==> src/rtl/rgb_led_pkg.sv <==
// rgb_led_pkg: shared constants, RGB field positions and gamma helper for the RGB LED PWM sink
package rgb_led_pkg;
  localparam int RGB_LED_STEPS = 255;
  localparam logic [7:0] RGB_LED_CNT_MAX = 8'd254;
  localparam int R_HI = 23;
  localparam int R_LO = 16;
  localparam int G_HI = 15;
  localparam int G_LO = 8;
  localparam int B_HI = 7;
  localparam int B_LO = 0;
  function automatic logic [7:0] gamma8(input logic [7:0] d);
    logic [15:0] p;
    p = 16'(d) * 16'(d) + 16'd255;
    return p[15:8];
  endfunction
endpackage

==> src/rtl/rgb_led_pwm_chan.sv <==
// rgb_led_pwm_chan: one PWM channel (active duty register, optional gamma at load, compare, pin register)
// Ports: clk, rst (async, active-high), pwm_cnt (shared 0..254 step count),
//        load (take duty_in this clock), duty_in (8-bit raw duty), pin (registered PWM output).
// Gamma correction applies when RGB_LED_GAMMA_EN is defined.
module rgb_led_pwm_chan
  import rgb_led_pkg::*;
#(
  parameter bit OUT_INV = 1'b0
) (
  input  logic       clk,
  input  logic       rst,
  input  logic [7:0] pwm_cnt,
  input  logic       load,
  input  logic [7:0] duty_in,
  output logic       pin
);
  logic [7:0] act;
  logic [7:0] duty;
`ifdef RGB_LED_GAMMA_EN
  assign duty = gamma8(duty_in);
`else
  assign duty = duty_in;
`endif
  always_ff @(posedge clk or posedge rst)
    if (rst) begin
      act <= '0;
      pin <= OUT_INV;
    end else begin
      if (load) act <= duty;
      pin <= (pwm_cnt < act) ^ OUT_INV;
    end
endmodule

==> src/rtl/rgb_led_pwm_sink.sv <==
// rgb_led_pwm_sink: Avalon-ST sink taking {R,G,B} duties and driving three glitch-free PWM LED pins
// Ports: csi_MCLK_clk, rsi_MRST_reset (async, active-high), asi_LEDS_data/valid/ready (readyLatency 0),
//        coe_LED_R/G/B (PWM pins), coe_PERIOD_sync (pulse on the final clock of each period).
// Optional build macro: RGB_LED_GAMMA_EN (gamma-corrects duties at load).
module rgb_led_pwm_sink
  import rgb_led_pkg::*;
#(
  parameter int unsigned PRESCALE = 16,
  parameter bit          OUT_INV  = 1'b0
) (
  input  logic        csi_MCLK_clk,
  input  logic        rsi_MRST_reset,
  input  logic [23:0] asi_LEDS_data,
  input  logic        asi_LEDS_valid,
  output logic        asi_LEDS_ready,
  output logic        coe_LED_R,
  output logic        coe_LED_G,
  output logic        coe_LED_B,
  output logic        coe_PERIOD_sync
);
  localparam logic [15:0] PRE_MAX = 16'(PRESCALE - 1);
  logic [15:0] pre_cnt;
  logic [7:0]  pwm_cnt;
  logic [23:0] pend_rgb;
  logic        pend_full;
  logic        step, pe, acc, load;
  assign step           = pre_cnt == PRE_MAX;
  assign pe             = step && (pwm_cnt == RGB_LED_CNT_MAX);
  assign asi_LEDS_ready = !pend_full;
  assign acc            = asi_LEDS_valid && asi_LEDS_ready;
  assign load           = pe && pend_full;
  // A word accepted on the pe clock only fills the buffer; it waits for the following pe.
  always_ff @(posedge csi_MCLK_clk or posedge rsi_MRST_reset)
    if (rsi_MRST_reset) begin
      pre_cnt         <= '0;
      pwm_cnt         <= '0;
      pend_rgb        <= '0;
      pend_full       <= 1'b0;
      coe_PERIOD_sync <= 1'b0;
    end else begin
      pre_cnt         <= step ? '0 : pre_cnt + 16'd1;
      if (step) pwm_cnt <= pe ? '0 : pwm_cnt + 8'd1;
      if (acc) pend_rgb <= asi_LEDS_data;
      pend_full       <= acc || (pend_full && !pe);
      coe_PERIOD_sync <= pe;
    end
  rgb_led_pwm_chan #(.OUT_INV(OUT_INV)) u_r (
    .clk(csi_MCLK_clk), .rst(rsi_MRST_reset), .pwm_cnt(pwm_cnt), .load(load),
    .duty_in(pend_rgb[R_HI:R_LO]), .pin(coe_LED_R)
  );
  rgb_led_pwm_chan #(.OUT_INV(OUT_INV)) u_g (
    .clk(csi_MCLK_clk), .rst(rsi_MRST_reset), .pwm_cnt(pwm_cnt), .load(load),
    .duty_in(pend_rgb[G_HI:G_LO]), .pin(coe_LED_G)
  );
  rgb_led_pwm_chan #(.OUT_INV(OUT_INV)) u_b (
    .clk(csi_MCLK_clk), .rst(rsi_MRST_reset), .pwm_cnt(pwm_cnt), .load(load),
    .duty_in(pend_rgb[B_HI:B_LO]), .pin(coe_LED_B)
  );
endmodule

==> config.mk <==
export PLATFORM = sky130hd
export DESIGN_NAME = rgb_led_pwm_sink
export DESIGN_NICKNAME = d
export VERILOG_FILES = /design/src/rtl/rgb_led_pkg.sv /design/src/rtl/rgb_led_pwm_chan.sv /design/src/rtl/rgb_led_pwm_sink.sv
export SDC_FILE = /design/constraint.sdc
export NUM_CORES = 1
export LEC_CHECK = 0
export BUFFER_PORTS_ARGS = -buffer_cell sky130_fd_sc_hd__buf_2
export CAP_MARGIN = 20
export CORE_MARGIN = 5
export CORE_UTILIZATION = 59
export CTS_CLUSTER_DIAMETER = 100
export CTS_CLUSTER_SIZE = 40
export DETAILED_ROUTE_END_ITERATION = 7
export GPL_TIMING_DRIVEN = 0
export PLACE_DENSITY = 0.79
export SLEW_MARGIN = 10
export SYNTH_ARGS = -nofsm -noshare
export SYNTH_HDL_FRONTEND = slang
export SYNTH_HIERARCHICAL = 1
export SYNTH_SLANG_ARGS = --single-unit
==> constraint.sdc <==
create_clock -name csi_MCLK_clk -period 3.1 [get_ports csi_MCLK_clk]
set_clock_uncertainty 0.05 [all_clocks]
set_input_delay 0.62 -clock csi_MCLK_clk [delete_from_list [all_inputs] [get_ports csi_MCLK_clk]]
set_output_delay 0.62 -clock csi_MCLK_clk [all_outputs]
set_load 0.02 [all_outputs]
==> results of run 1 <==
## synthesized netlist by cell type, types with 2 or more instances
cell	n	area, µm²
dfrtp_1	77	1930
nand2_1	35	131
o21ai_0	33	165
inv_1	31	116
mux2_2	27	304
ha_1	24	300
nor2_1	14	52.6
a21oi_1	10	50.1
xnor2_1	9	78.8
o21ai_1	8	40.0
buf_2	7	35.0
and3_1	6	37.5
nand3_1	6	30.0
nor2b_1	5	31.3
nand4_1	4	25.0
a211oi_2	3	37.5
a41oi_1	3	26.3
and4_1	3	26.3
clkbuf_1	3	11.3
nor3_2	3	30.0
nor4_2	3	37.5
xor2_1	3	26.3
and2_1	2	12.5
o41ai_1	2	17.5
## where the power goes
group | switching [mW] | internal, mW
combinational | 0.0326 | 0.0400
sequential | 0.0185 | 1.04
clock | 0.354 | 0.528
## worst max-delay path by stage
stage | endpoint | slack (ns)
2_1_floorplan | u_b/act[0]$_DFFE_PP0P_ | 0.82
3_3_place_gp | u_g/act[2]$_DFFE_PP0P_ | 0.17
3_5_place_dp | u_r/act[2]$_DFFE_PP0P_ | 0.11
4_1_cts | u_g/act[1]$_DFFE_PP0P_ | 0.1
5_1_grt | u_r/act[4]$_DFFE_PP0P_ | 0.18
6_report | u_r/act[7]$_DFFE_PP0P_ | 0.50
## metrics by stage
step | instances | utilization (%) | total power, mW | worst slack, ns | area [µm²]
global route | 452 | 69.4 | 2.08 | 0.179 | 4140
CTS | 451 | 69.3 | 2.03 | 0.0977 | 4130
finish | 452 | 69.4 | 2.01 | 0.496 | 4140
global placement | 435 | 65.1 | 1.15 | 0.175 | 3880
floorplan | 329 | - | 1.12 | 0.817 | 3630
detailed placement | 436 | 65.5 | 1.16 | 0.113 | 3900
## flip-flops by register name, summed over array words and instances, names as in the netlist
name             flops
u_g/act              8
coe_PERIOD_sync      1
pend_full            1
u_r/act              8
u_b/pin              1
pre_cnt             16
u_b/act              8
pwm_cnt              8
u_r/pin              1
u_g/pin              1
pend_rgb            24
## cell families after synthesis
group	count (synthesis)	share of synthesized area (%)
buffers and inverters	43	4.89
adder cells (fa/ha/maj)	24	8.27
XOR/XNOR	12	2.89
flip-flops	77	53.1
AO/OA/AOI/OAI	61	9.75
AND/OR/NAND/NOR	85	12.8
multiplexers	27	8.37
## layout make-up
class	count	area [µm²]	area share [%]
repair buffers	33	183	4.42
well taps	75	93.8	2.27
inverters	31	116	2.81
clock buffers	10	128	3.09
flip-flops and latches	77	1930	46.6
multi-input cells	209	1530	36.9
clock inverters	5	100	2.42
plain buffers	12	61.3	1.48
## metal layers
layer | GRT usage [%] | share of wire (%) | vias to the layer above
met3 | 3.26 | 4.0 | 11
li1 | - | - | 1213
met1 | 27.1 | 47 | 1188
met2 | 32.8 | 47 | 46
met4 | 8.93 | 1.5 | 0
met5 | 0 | 0 | -
==> impl_results.md, run 1 <==
- Status: finished, final reports clean
- Fraction of registers with async set/reset: 100%
- Fmax: 0.384 GHz
- Cell Pwr Density: approximately 490 nW/µm²
- Global route overflow: 0
- CP cell instances: ha_1, and3_1, nand4_1, clkbuf_1, nor3_2, buf_4, buf_2, nand2_1, o21ai_0
- Crit path capture type: register
- Worst VDD drop: 0.000340 V
- Mapped Cells: 329
- Static leakage: 1.94 nW
- Vias: 2458
- Rel. slew slack: 68.6%
- Initial antenna violation count: 0
- Die W: 88.5 µm
- Slew Limit Fails: 0
- Post-cts resize count: 0
- Minimum clock period: between 2 and 3 ns
- Mean Syn Cell Area: between 10 and 15 µm²
- Die footprint: around 8000 µm²
- Most frequent cells in the layout: dfrtp_1 (77), buf_2 (38), nand2_1 (35), o21ai_0 (33), inv_1 (30)
- IO Port Bufs: 31
- Number of setup buffers added after CTS: 0
- Number of synthesized flops with an enable pin: 0
- Type of the worst setup path: reg2reg
- Worst-Margin Slew: about 0.47 ns
- Syn nets: 380
- Yosys reg bits: 77
- Top_reg_cell synth: dfrtp_1
- Routed WL per cell: 15.3 µm
- Final cycle utilization of the critical path: between 80 and 90%
- Drt pass-1 iters: 4
- Largest net degree at the start of global routing: 32
- Hold Path Class: in2async
- Yosys warns: 6
- Clock sink count: 77
- Clock Latency Late Sink: between 0.3 and 0.4 ns
- Routed WL: 6910 µm
- # Max-Cap Violations: 0
- Starting Density: about three fifths
- Cell variety after synth: 32
- Netlist Area Pre-Place: 3630 µm²
- Reg2Reg Depth: 9
- Post-Route Setup TNS: 0 ns
- Post-route ant nets: 0
- CP Depth: 9
- CORE AREA: just under 6000 µm²
- Register area share after synthesis: 53.1%
- RSZ-0062 raised after global routing: no
- GPL Wtd Cong: about 0.82
- Layout Nets: 424
- Reg2reg setup slack: 0.50 ns
- WP data required: about 3.3 ns
- Worst r2r dst: u_r/act[7]$_DFFE_PP0P_
- H-Tree Depth: 3
- GRT Resource Usage Total: roughly 20%
- Worst-path maximum fanout: 13
- Startpoint types: register
- Data arrival, critical path: 2.81 ns
- Layout cell share with drive strength beyond 1: about a quarter
- Avg Vias per Cell: 5.44
- Crit-path slowest cell: dfrtp_1
- Cts bufs inserted: 9
- Clk Tree Root Cell: clkbuf_8
- Area delta synth->final: 13.9%
- RR Startpoint: pre_cnt[0]$_DFF_PP0_
- DRC errors left: 0
- HPWL Detailed: roughly 4900 µm
- DRT iter0 DRCs: 113
- CTS tree: done
- Setup violators final: 0
- Hold Slack: between 0.2 and 0.25 ns
- Wire length of the first global-routing pass: roughly 12000 µm
- # rows: 28
- Final Hold Viols: 0
- Cts hold-fix bufs: 0
- Fillers: approximately 470
- Setup crit start: pre_cnt[0]$_DFF_PP0_
- CTS max path bufs: 2
- Crit path max-delay family: simple AND/OR/NAND/NOR gates
- IO Count: 32
- Worst path buffer plus inverter count: 3
- Worst path max stage delay: 0.51 ns
- Antenna diode count: 0
- Die H: roughly 90 µm
- Clock slew at reported path FFs: about 0.080 ns
- Commonest non-fill, non-tap cell in the layout: dfrtp_1
- Vias in the first global route: between 2000 and 3000
Power figures use the tool's default switching activity.
==> inputs of run 2 (changes only) <==
--- a/config.mk
+++ b/config.mk
@@ -5,6 +5,7 @@
 export SDC_FILE = /design/constraint.sdc
 export NUM_CORES = 1
 export LEC_CHECK = 0
+export ABC_AREA = 1
 export BUFFER_PORTS_ARGS = -buffer_cell sky130_fd_sc_hd__buf_2
 export CAP_MARGIN = 20
 export CORE_MARGIN = 5
==> constraint.sdc (replaced) <==
create_clock -name csi_MCLK_clk -period 2.6 [get_ports csi_MCLK_clk]
set_clock_uncertainty 0.05 [all_clocks]
set_input_delay 0.52 -clock csi_MCLK_clk [delete_from_list [all_inputs] [get_ports csi_MCLK_clk]]
set_output_delay 0.52 -clock csi_MCLK_clk [all_outputs]
set_load 0.02 [all_outputs]
==> run 2 against run 1 <==
Against the previous run:
- largest cell class unchanged
- synthesized cell count is 23% higher
- largest power group unchanged
- register-to-register slack worse by 0.31 ns
- critical path type unchanged
- fmax rose by 7.8%
- worst setup slack got worse by 0.31 ns
- die area grew 4.5%
- first-iteration DRC count is 17% higher
- flip-flop and latch count unchanged
- count of clock-buffer cells in the layout fell by 1
==> impl_results.md, run 2 <==
- Status: finished, final reports clean
- DRC errors left: 0 (unchanged)
- Minimum clock period: 2.42 ns (-0.188 ns)
- Top cells by area, synth: dfrtp_1 (50%), nand2_1 (9.1%), mux2_2 (8.0%), ha_1 (7.9%), inv_1 (5.8%)
- Fraction of registers with async set/reset: 100% (unchanged)
- Reg2Reg Depth: 8 (-1)
- Syn nets: 456 (+20%)
- Internal power: 1.68 mW (+4.5%)
- Final Hold Viols: 0 (unchanged)
- Clock Power Share: 43.6% (-0.2 points)
- Initial antenna violation count: 0 (unchanged)
- Crit path capture type: register
- GRT Resource Usage Total: 19.3% (-0.99 points)
- Drt pass-1 iters: 4 (unchanged)
- Largest register by flop count: pend_rgb
- Clock slew at reported path FFs: 0.09 ns (about the same)
- Routed WL: 7190 µm (+4.1%)
- Setup violators final: 0 (unchanged)
- Setup crit start: pwm_cnt[0]$_DFFE_PP0N_
- CTS tree: done
- Mean Syn Cell Area: 9.42 µm² (-15%)
- Switching power: 0.524 mW (+29%)
- Starting Density: 60.4% (-0.52 points)
- Clk Tree Root Cell: clkbuf_8
- # Max-Cap Violations: 0 (unchanged)
- CTS max path bufs: 2 (unchanged)
- Layout cell share with drive strength beyond 1: 20.9% (-4.3 points)
- Fmax: 0.414 GHz (+7.8%)
- Die footprint: 8180 µm² (+4.5%)
- Data arrival, critical path: 2.62 ns (-0.19 ns)
- Slew Limit Fails: 0 (unchanged)
- Cell variety after synth: 24 (-25%)
- Cts hold-fix bufs: 0 (unchanged)
- Post-cts resize count: 0 (unchanged)
- Worst-path maximum fanout: 12 (-1)
- Critical path endpoint: u_b/act[0]$_DFFE_PP0P_
- HPWL Detailed: 5300 µm (+8.7%)
- Largest registers: pend_rgb (24), pre_cnt (16)
- Number of setup buffers added after CTS: 0 (unchanged)
- Most frequent cells in the layout: nand2_1 (93), dfrtp_1 (77), inv_1 (58), nor2_1 (31), buf_2 (31)
- Type of the worst setup path: reg2reg
- Layout Nets: 500 (+18%)
- Netlist Area Pre-Place: 3820 µm² (+5.1%)
- Antenna diode count: 0 (unchanged)
- Final Util: 68.3% (-1.1 points)
- Switching share of power: 23.8% (+3.7 points)
- Wire length of the first global-routing pass: 12700 µm (+5.0%)
- Post-synth top cells: nand2_1 (93), dfrtp_1 (77), inv_1 (59), nor2_1 (31), mux2_2 (27)
- Cell Pwr Density: 511 nW/µm² (+5.0%)
- Max reg flops: 24 (unchanged)
- Placed cell count: 515 (+18%)
- Synth area leader: dfrtp_1
- DRT iter0 DRCs: 132 (+17%)
- Clock sink count: 77 (unchanged)
- Startpoint types: register
- RSZ-0062 raised after global routing: no
- Comb power frac: 2.1% (-1.5 points)
- GPL Wtd Cong: 0.796 (-2.4%)
- Yosys reg bits: 77 (unchanged)
- Cts bufs inserted: 9 (unchanged)
- Worst-Margin Slew: 0.593 ns (+0.123 ns)
- Worst r2r dst: u_b/act[0]$_DFFE_PP0P_
- Final cycle utilization of the critical path: 92.9% (+8.9 points)
- Routed WL per cell: 13.5 µm (-11%)
- Rel. slew slack: 60.2% (-8.4 points)
- Avg Vias per Cell: 5.15 (-5.4%)
- Global route overflow: 0 (unchanged)
- Area delta synth->final: 13.0%
- Sequential fraction of design power: 54.3% (+1.7 points)
- Yosys warns: 6 (unchanged)
- Reg2reg setup slack: 0.18 ns (-0.31 ns)
- Die H: 90.4 µm (+2.2%)
- Commonest non-fill, non-tap cell in the layout: nand2_1
- Post-route ant nets: 0 (unchanged)
- Number of synthesized flops with an enable pin: 0 (unchanged)
- Register area share after synthesis: 50.5% (-2.6 points)
- Clock Latency Late Sink: 0.36 ns (about the same)
- Die W: 90.4 µm (+2.2%)
- Vias in the first global route: 2939 (+15%)
- Top_reg_cell synth: dfrtp_1
- CORE AREA: 6310 µm² (+6.0%)
- Post-Layout Cell Count: 531 (+17%)
- H-Tree Depth: 3 (unchanged)
- WP data required: 2.80 ns (-0.51 ns)
- RR Startpoint: pwm_cnt[0]$_DFFE_PP0N_
- Most common cell in the netlist: nand2_1
- Vias: 2733 (+11%)
- Static leakage: 2.33 nW (+20%)
- # rows: 29 (+3.6%)
- Mapped Cells: 405 (+23%)
- Largest net degree at the start of global routing: 37 (+16%)
- Synth top area share: 50.5% (-2.6 points)
- IO Count: 32 (unchanged)
- IO Port Bufs: 31 (unchanged)
- Hold Path Class: in2async
- Worst VDD drop: 0.000486 V (+43%)
[run 2: through the flow]
step                      setup WS (ns)  power [mW]  hold slack, ns  area, µm²  setup TNS [ns]
after global routing             0.0158        2.29          0.0942       4310               0
final                             0.185        2.20          0.0970       4310               0
after CTS                         0.164        2.23          0.0845       4310               0
after global placement           -0.120        1.26           0.397       4070          -0.665
after detailed placement          0.182        1.27           0.404       4100               0
after floorplan                   0.404        1.24           0.298       3820               0
[run 2: power by group through the flow]
stage               sequential [mW]  clock, mW  combinational [mW]
floorplan                      1.22          0              0.0183
global placement               1.22          0              0.0429
CTS                            1.20      0.983              0.0490
detailed placement             1.22          0              0.0487
finish                         1.20      0.961              0.0470
global route                   1.20       1.04              0.0548
[run 2: how the worst min path moves through the flow]
stage | from | to | slack (ns) | depth (start not counted)
after detailed placement | pre_cnt[0]$_DFF_PP0_ | pre_cnt[0]$_DFF_PP0_ | 0.40 | 1
after global routing | rsi_MRST_reset | u_g/act[1]$_DFFE_PP0P_ | 0.09 | 2
final | rsi_MRST_reset | u_g/act[1]$_DFFE_PP0P_ | 0.1 | 2
after global placement | pre_cnt[0]$_DFF_PP0_ | pre_cnt[0]$_DFF_PP0_ | 0.40 | 1
after CTS | rsi_MRST_reset | u_g/act[1]$_DFFE_PP0P_ | 0.08 | 2
after floorplan | rsi_MRST_reset | u_b/act[0]$_DFFE_PP0P_ | 0.30 | 1
[run 2: layout make-up]
type	instances	area, µm²
sequential	77	1930
inverter	60	225
tap	77	96.3
clock inverter	7	86.3
buffer	7	73.8
fill	491	2000
clock buffer	9	124
timing repair buffer	33	186
multi-input combinational	261	1600
[run 2: cells by family after synthesis]
kind of cell	after synthesis	share of synthesized area [%]
multiplexers	27	7.97
AO/OA/AOI/OAI	38	4.98
XOR/XNOR	14	3.21
adder cells (fa/ha/maj)	24	7.87
flip-flops	77	50.5
buffers and inverters	67	7.84
AND/OR/NAND/NOR	158	17.6
[run 2: worst max-delay path, stage by stage (launching register included)]
cell	delay, ns
dfrtp_1	0.48
inv_1	0.15
ha_1	0.17
nand3_1	0.06
nand2b_1	0.16
clkbuf_8	0.16
nor3_2	0.50
buf_6	0.24
mux2_2	0.34
[run 2: routing by layer]
metal,vias up,track usage (%),share of wire (%)
met1,1294,22.0,43
met4,0,9.18,2.0
met3,12,7.00,3.5
met2,57,32.1,51
met5,-,0,0
li1,1370,-,-
==> inputs of run 3 (changes only) <==
--- a/config.mk
+++ b/config.mk
@@ -13,8 +13,7 @@
 export CTS_CLUSTER_DIAMETER = 100
 export CTS_CLUSTER_SIZE = 40
 export DETAILED_ROUTE_END_ITERATION = 7
-export GPL_TIMING_DRIVEN = 0
-export PLACE_DENSITY = 0.79
+export PLACE_DENSITY = 0.88
 export SLEW_MARGIN = 10
 export SYNTH_ARGS = -nofsm -noshare
 export SYNTH_HDL_FRONTEND = slang
==> run 3 against run 2 <==
Against the previous run:
- first-iteration DRC count up 45%
- clock power up 8%
- non-clock buffer count down 6
- cell count down 1.1%
- critical path type unchanged
==> impl_results.md, run 3 (same netlist as run 2, synthesis figures left out) <==
- Setup violators final: 0 (unchanged)
- H-Tree Depth: 3 (unchanged)
- IO Port Bufs: 31 (unchanged)
- Area delta synth->final: 11.6%
- Rel. slew slack: 57.7% (-2.5 points)
- Wire length of the first global-routing pass: 12600 µm (-1.1%)
- Final Hold Viols: 0 (unchanged)
- Die footprint: 8180 µm² (unchanged)
- Reg2reg setup slack: 0.47 ns (+0.28 ns)
- Startpoint types: register
- Vias: 2746 (+0.48%)
- Die H: 90.4 µm (unchanged)
- Worst-path maximum fanout: 24 (+12)
- Number of setup buffers added after CTS: 0 (unchanged)
- GRT Resource Usage Total: 19.3% (about the same)
- Most frequent cells in the layout: nand2_1 (93), dfrtp_1 (77), inv_1 (58), nor2_1 (31), buf_2 (31)
- Antenna diode count: 0 (unchanged)
- CTS tree: done
- Initial antenna violation count: 0 (unchanged)
- Worst VDD drop: 0.000448 V (-7.8%)
- Vias in the first global route: 2772 (-5.7%)
- RSZ-0062 raised after global routing: no
- Clock sink count: 77 (unchanged)
- Total chip power: 2.28 mW (+3.5%)
- Post-Layout Cell Count: 525 (-1.1%)
- Cell Pwr Density: 535 nW/µm² (+4.8%)
- Starting Density: 60.4% (unchanged)
- Max reg flops: 24 (unchanged)
- Minimum clock period: 2.13 ns (-0.284 ns)
- Largest register by flop count: pend_rgb
- Clock slew at reported path FFs: 0.09 ns (about the same)
- Type of the worst setup path: reg2reg
- CTS max path bufs: 2 (unchanged)
- Status: finished, final reports clean
- HPWL Detailed: 5220 µm (-1.4%)
- Post-route ant nets: 0 (unchanged)
- DRT iter0 DRCs: 192 (+45%)
- Routed WL per cell: 14.3 µm (+5.4%)
- Layout cell share with drive strength beyond 1: 19.9% (-1.1 points)
- Post-Route Setup TNS: 0 ns (unchanged)
- Slew Limit Fails: 0 (unchanged)
- Drt pass-1 iters: 5 (+1)
- Setup ws final: 0.468 ns (+0.284 ns)
- Final cycle utilization of the critical path: 82.0% (-11 points)
- M1 wire length: 3130 µm (+1.2%)
- Placed cell count: 509 (-1.2%)
- Commonest non-fill, non-tap cell in the layout: nand2_1
- Post-cts resize count: 0 (unchanged)
- Layout Nets: 494 (-1.2%)
- Top Metal Used: met4
- GPL Wtd Cong: 0.863 (+8.5%)
- Global route overflow: 0 (unchanged)
- DR WL met3: 271 µm (+6.7%)
- # Max-Cap Violations: 0 (unchanged)
- Largest net degree at the start of global routing: 51 (+38%)
- Clock Latency Late Sink: 0.36 ns (about the same)
- CORE AREA: 6310 µm² (unchanged)
- Routed WL: 7500 µm (+4.2%)
- Avg Vias per Cell: 5.23 (+1.6%)
- Crit path capture type: register
- # rows: 29 (unchanged)
- Static leakage: 2.30 nW (-1.2%)
- IO Count: 32 (unchanged)
- WP data required: 2.77 ns (-0.03 ns)
- Data arrival, critical path: 2.30 ns (-0.32 ns)
- Clk Tree Root Cell: clkbuf_8
- Fmax: 0.469 GHz (+13%)
- DRC errors left: 0 (unchanged)
- Cts hold-fix bufs: 0 (unchanged)
- Largest registers: pend_rgb (24), pre_cnt (16)
- Pre-CTS setup slack: 0.528 ns (+0.345 ns)
- Worst-Margin Slew: 0.634 ns (+0.0405 ns)
- Hold Path Class: in2async
- DR WL met2: 3900 µm (+5.4%)
- Cts bufs inserted: 9 (unchanged)
- Die W: 90.4 µm (unchanged)
run 3: changes by cell type in the layout (fill, tap and decap cells not counted):
cell	delta
inv_6	-2
nor3_2	-1
clkinv_4	+3
nor3_4	+1
buf_4	+1
clkinvlp_4	-1
buf_12	-1
bufinv_16	+1
buf_6	-5
inv_8	-2
run 3: final cells by class:
class | instances | area (µm²)
clock inverter | 6 | 95.1
inverter | 60 | 225
sequential | 77 | 1930
fill | 478 | 2050
timing repair buffer | 34 | 178
clock buffer | 10 | 138
tap | 77 | 96.3
multi-input combinational | 261 | 1600
run 3: where the power goes:
part	internal (mW)	switching [mW]	total (mW)
Combinational	0.0152	0.0283	0.0435
Sequential	1.20	0	1.20
Clock	0.575	0.466	1.04
run 3: per-layer routing:
metal	vias to the layer above	track usage (%)
met3	17	3.92
met2	64	34.1
met1	1311	22.2
met5	-	0
li1	1354	-
met4	0	9.31
run 3: metrics by stage:
step / area [µm²] / hold WS, ns / utilization (%)
2_1_floorplan: 3820 / 0.298 / -
3_3_place_gp: 4030 / 0.398 / 63.8
3_5_place_dp: 4030 / 0.411 / 63.8
4_1_cts: 4260 / 0.0948 / 67.5
5_1_grt: 4260 / 0.0978 / 67.5
6_report: 4260 / 0.0883 / 67.5
run 3: critical path, cell delays in order, from the launching register on:
cell and delay, ns:
dfrtp_1 0.44, inv_1 0.14, ha_1 0.16, nand3_1 0.05, nand2b_1 0.34, nor3_4 0.38, buf_4 0.29, o21ai_0 0.15
run 3: worst paths after layout:
kind                                            end  depth (start not counted)                   start
max                          u_g/act[5]$_DFFE_PP0P_                          7  pwm_cnt[0]$_DFFE_PP0N_
min                          u_g/act[6]$_DFFE_PP0P_                          2          rsi_MRST_reset
max reg2reg                  u_g/act[5]$_DFFE_PP0P_                          7  pwm_cnt[0]$_DFFE_PP0N_
min reg2reg                   pre_cnt[15]$_DFF_PP0_                          1   pre_cnt[15]$_DFF_PP0_
max in group asynchronous   pend_rgb[8]$_DFFE_PP0P_                          3          rsi_MRST_reset
min in group csi_MCLK_clk  pend_rgb[12]$_DFFE_PP0P_                          2       asi_LEDS_data[12]
